<file path="src/rtl/cache_mem_bridge.sv">
// Block-to-word sequencer between the L1 miss port and a word-wide RAM.
// Optional posted writeback drain buffer: define BRIDGE_WB_BUFFER_EN.
module cache_mem_bridge #(
  parameter int BLOCKS = 4
) (
  input  logic                   clock,
  input  logic                   reset,
  input  logic                   mem_req,
  input  logic                   mem_we,
  input  logic [31:0]            mem_addr,
  input  logic [BLOCKS*32-1:0]   mem_write_block,
  output logic [BLOCKS*32-1:0]   mem_read_block,
  output logic                   mem_miss,
  output logic                   ram_req,
  output logic                   ram_we,
  output logic [31:0]            ram_addr,
  output logic [31:0]            ram_write_word,
  input  logic [31:0]            ram_read_word,
  input  logic                   ram_miss
);

  localparam int IDX_W = $clog2(BLOCKS);
  localparam int OFF_W = IDX_W + 2;
  localparam logic [IDX_W-1:0] LAST_IDX = IDX_W'(BLOCKS - 1);

  typedef enum logic [1:0] {IDLE, WR, RD, DONE} state_t;

  state_t            state_reg;
  logic [IDX_W-1:0]  idx_reg;
  logic [31:0]       wr_words_reg [BLOCKS];
  logic [31:0]       wr_in [BLOCKS];
  logic [IDX_W-1:0]  idx_next;
  logic [31:0]       base_addr;
  logic              last_word;
  logic              launch_ok;
  logic              unused_addr_bits;

  assign idx_next         = idx_reg + 1'b1;
  assign last_word        = (idx_reg == LAST_IDX);
  assign base_addr        = {mem_addr[31:OFF_W], OFF_W'(0)};
  assign unused_addr_bits = ^mem_addr[OFF_W-1:0];
  assign mem_miss         = mem_req && (state_reg != DONE);

  genvar gi;
  generate
    for (gi = 0; gi < BLOCKS; gi++) begin : g_word
      logic [31:0] rd_word_reg;

      assign wr_in[gi] = mem_write_block[gi*32 +: 32];
      assign mem_read_block[gi*32 +: 32] = rd_word_reg;

      always_ff @(posedge clock or negedge reset) begin
        if (!reset)
          rd_word_reg <= '0;
        else if (state_reg == RD && !ram_miss && idx_reg == IDX_W'(gi))
          rd_word_reg <= ram_read_word;
      end
    end
  endgenerate

`ifdef BRIDGE_WB_BUFFER_EN
  logic drain_busy_reg;
  // A new request must wait for the drain so a refill sees the posted data.
  assign launch_ok = !drain_busy_reg;
`else
  assign launch_ok = 1'b1;
`endif

  always_ff @(posedge clock or negedge reset) begin
    if (!reset) begin
      state_reg      <= IDLE;
      idx_reg        <= '0;
      ram_req        <= 1'b0;
      ram_we         <= 1'b0;
      ram_addr       <= '0;
      ram_write_word <= '0;
      for (int i = 0; i < BLOCKS; i++) wr_words_reg[i] <= '0;
`ifdef BRIDGE_WB_BUFFER_EN
      drain_busy_reg <= 1'b0;
`endif
    end else begin
      case (state_reg)
        IDLE: begin
          if (mem_req && launch_ok) begin
            idx_reg        <= '0;
            ram_req        <= 1'b1;
            ram_we         <= mem_we;
            ram_addr       <= base_addr;
            ram_write_word <= wr_in[0];
            if (mem_we) begin
              for (int i = 0; i < BLOCKS; i++) wr_words_reg[i] <= wr_in[i];
`ifdef BRIDGE_WB_BUFFER_EN
              drain_busy_reg <= 1'b1;
              state_reg      <= DONE;
`else
              state_reg      <= WR;
`endif
            end else begin
              state_reg <= RD;
            end
          end
        end
        WR, RD: begin
          if (!ram_miss) begin
            if (last_word) begin
              state_reg <= DONE;
              ram_req   <= 1'b0;
              ram_we    <= 1'b0;
            end else begin
              idx_reg        <= idx_next;
              ram_addr       <= ram_addr + 32'd4;
              ram_write_word <= wr_words_reg[idx_next];
            end
          end
        end
        DONE:    state_reg <= IDLE;
        default: state_reg <= IDLE;
      endcase
`ifdef BRIDGE_WB_BUFFER_EN
      // Background drain owns the RAM port while the FSM sits in DONE/IDLE.
      if (drain_busy_reg && !ram_miss) begin
        if (last_word) begin
          drain_busy_reg <= 1'b0;
          ram_req        <= 1'b0;
          ram_we         <= 1'b0;
        end else begin
          idx_reg        <= idx_next;
          ram_addr       <= ram_addr + 32'd4;
          ram_write_word <= wr_words_reg[idx_next];
        end
      end
`endif
    end
  end

endmodule

</file>
<file path="config.mk">
export PLATFORM = sky130hd
export DESIGN_NAME = cache_mem_bridge
export DESIGN_NICKNAME = d
export VERILOG_FILES = /design/src/rtl/cache_mem_bridge.sv
export SDC_FILE = /design/constraint.sdc
export NUM_CORES = 1
export LEC_CHECK = 0
export ABC_AREA = 1
export BUFFER_PORTS_ARGS = -buffer_cell sky130_fd_sc_hd__buf_2
export CAP_MARGIN = 5
export CORE_MARGIN = 2
export CORE_UTILIZATION = 48
export DETAILED_ROUTE_END_ITERATION = 8
export GPL_TIMING_DRIVEN = 1
export PLACE_DENSITY_LB_ADDON = 0.05
export SLEW_MARGIN = 25
export SYNTH_ARGS = -nofsm -noshare
export SYNTH_HDL_FRONTEND = slang
export SYNTH_SLANG_ARGS = --single-unit
</file>
<file path="constraint.sdc">
create_clock -name clock -period 1.97 [get_ports clock]
set_input_delay 0 -clock clock [delete_from_list [all_inputs] [get_ports clock]]
set_output_delay 0 -clock clock [all_outputs]
set_load 0.05 [all_outputs]
</file>
==> run_results.csv <==
group,metric,value,unit
power_and_ir_drop,power.switching,19.4,mW
die,dieWidth,177,µm
critical_path,crit_chain,"inv_1 > ha_4 > buf_6 > clkinv_1 > buf_4 > o21ai_0 > nand2_1 > nand2_1 > inv_1",
status,outcome,"completed",
critical_path,worstPathArrival,2.22,ns
finish,areaGrowthSynthToFinish,40.7,%
finish,fin_util,68.3,%
critical_path,reg2reg_depth,9,
critical_path,r2r-end,"ram_addr[17]",
detailed_routing,drtIter0Drc,871,
clock_tree,clock-sinks,324,
timing,period_share,92.1,%
critical_path,reg2reg_from,"state_reg[1]",
synthesis,synthTopCellsByCount,"dfrtp_1, nand2_1, o21ai_0",
finish,stdcell_area,20200,µm²
clock_tree,postCtsSetupRepairBufs,0,
synthesis,synth_edf_count,0,
synthesis,yosysMostFrequentCell,"dfrtp_1",
clock_tree,cts_buffer_depth,3,
flow_run,drv_cap,0,
grt,grt_max_degree,80,
power_and_ir_drop,p_leak,10.1,nW
power_and_ir_drop,p_comb_share,52.3,%
finish,fin_cells,2541,
power_and_ir_drop,switching_share,48.1,%
synthesis,synthArstFlopShare,100,%
power_and_ir_drop,intPower,20.9,mW
detailed_routing,viasPerCell,5.08,
timing,fmax,551,MHz
timing,finalSetupTns,0,ns
critical_path,end_kind,"register",
grt,top_usage_layer,"met2",
grt,grtUsageMet3,5.80,%
die,row_count,63,
power_and_ir_drop,p_total,40.4,mW
grt,overflow,0,
critical_path,r2r_slack,0.16,ns
place,port_buffers,385,
synthesis,seq_area_frac_synth,56.4,%
timing,finalSetupViolations,0,
timing,hold_ws,0.0635,ns
timing,finalMaxSlewViolations,0,
place,placed_cell_area,16900,µm²
critical_path,path_buf_inv,5,
place,dp_slack,0.122,ns
grt,met1_usage,34.7,%
synthesis,syn_inst,1554,
synthesis,ys_types,36,
synthesis,netlist.area_leader.share,56.4,%
grt,antenna_found_initial,1,
grt,grt_pass1_wl,67.2,mm
power_and_ir_drop,seqPwrFrac,29.4,%
synthesis,yosys.area.top_type,"dfrtp_1",
clock_tree,htree_num_levels,2,
power_and_ir_drop,p_per_area,2000,nW/µm²
clock_tree,cts.clk_slew.worst_paths,0.06,ns
critical_path,cp_slowest_cell,"dfrtp_1",
critical_path,cp_top_family,"buffers and inverters",
timing,maxSlewHeadroom,60.6,%
die,die_h,177,µm
clock_tree,clock-root-buffer,"clkbuf_16",
die,start_util,48.6,%
critical_path,critical_path.max_stage_delay,0.37,ns
timing,worst_pin_slew,0.590,ns
clock_tree,cts_buffers,36,
place,globalplace.congestion,0.826,
detailed_routing,num_vias,12900,
die,core_region_area,29600,µm²
detailed_routing,first_pass_iters,7,
die,ios,392,
critical_path,worstSetupStartpointType,"register",
critical_path,cp_max_fo,22,
power_and_ir_drop,ir_drop,1240,µV
timing,rsz0062_at_grt,"true",
synthesis,synth_area_leaders,"dfrtp_1, nand2_1, o21ai_0, mux2_2, a21oi_1",
grt,use_met2,44.9,%
clock_tree,cts_tree,"done",
synthesis,synth_area_per_cell,9.24,µm²
place,dpl.cell_count,2283,
finish,layout-drive-gt1-share,28.5,%
synthesis,syn_area,14400,µm²
timing,fin_skew,0.0224,ns
synthesis,synth_warnings,0,
synthesis,ys_ff_latch,324,
timing,period_minus_slack,1.81,ns
die,die_area,31300,µm²
grt,grt_pass1_vias,12800,
place,dp_hpwl,27.6,mm
synthesis,ys.flop_type,"dfrtp_1",
critical_path,required,2.37,ns
timing,layout_setup_ws,0.156,ns
detailed_routing,ant_nets,0,
critical_path,crit_type,"register to register",
detailed_routing,wirelength,42.4,mm
detailed_routing,wl_per_cell,16.7,µm
clock_tree,clk_latency,0.52,ns
finish,fillCellCount,2391,
timing,hold_viol,0,
grt,grt_use_total,26.8,%
power_and_ir_drop,clkPwrFrac,18.3,%
finish,final_nets,2328,
detailed_routing,remaining_drc_errors,0,
min_path,min-delay-path-class,"input port to asynchronous set/reset pin",
repair_timing:
item,CTS,global route
resized for setup,0,2
endpoints found under the hold margin,623,0
hold buffers,192,0
setup endpoints to repair,0,6
metal layers:
metal	vias up	wire, µm
met5	-	0
met4	0	1170
met3	78	2800
met2	444	20700
met1	6136	17700
li1	6243	-
placed cells by master, fill, tap and decap left out, drive strengths merged:
cell	n
a21o	1
o22ai	7
a21oi	118
buf	428
o21a	1
or2	2
diode	1
xor2	1
dfrtp	324
o21bai	1
o21ai	221
o211ai	1
clkinv	11
clkinvlp	1
nor3	3
dlygate4sd3	192
mux2	96
and2	1
nor2	155
nand3	87
nand2	325
inv	107
bufinv	6
ha	8
a22oi	2
clkbuf	49
conb	2
power groups by stage:
stage | Combinational, mW | Clock [mW] | Sequential, mW
after CTS | 21.1 | 7.51 | 11.8
after floorplan | 8.95 | 0 | 18.0
after global placement | 20.4 | 0 | 11.8
after global routing | 22.9 | 7.80 | 12.2
final | 21.1 | 7.38 | 11.9
after detailed placement | 20.7 | 0 | 11.9
kinds of logic (layout without fill, tap and decap cells):
| family | after synthesis | in the layout | synth area share [%] |
|---|---|---|---|
| xor+xnor | 1 | 1 | 0.0610 |
| fa+ha+maj | 8 | 8 | 0.697 |
| simple gates | 573 | 573 | 16.3 |
| compound gates | 352 | 352 | 12.4 |
| other cells | 1 | 3 | 0.0261 |
| mux | 96 | 96 | 8.05 |
| buf+inv | 199 | 794 | 6.01 |
| flops | 324 | 324 | 56.4 |
area by class of cell:
type / instances / area, µm² / area share (%)
antenna: 1 / 2.50 / 0.0124
clock buffer: 49 / 1080 / 5.36
clock inverter: 16 / 244 / 1.21
inverter: 109 / 409 / 2.03
multi-input combinational: 1032 / 5450 / 27.0
sequential: 324 / 8110 / 40.1
tap: 390 / 488 / 2.42
timing repair buffer: 620 / 4420 / 21.9
worst max path at each step:
stage                 start                  to  slack [ns]  depth (start not counted)
4_1_cts        state_reg[1]        ram_addr[17]         0.1                          9
3_5_place_dp   state_reg[1]        ram_addr[17]        0.12                          9
2_1_floorplan    idx_reg[0]  ram_write_word[11]        0.08                         10
5_1_grt        state_reg[1]        ram_addr[17]      -0.006                          8
6_report       state_reg[1]        ram_addr[17]        0.16                          9
3_3_place_gp   state_reg[1]        ram_addr[17]        0.12                          9
Power figures use the tool's default switching activity.
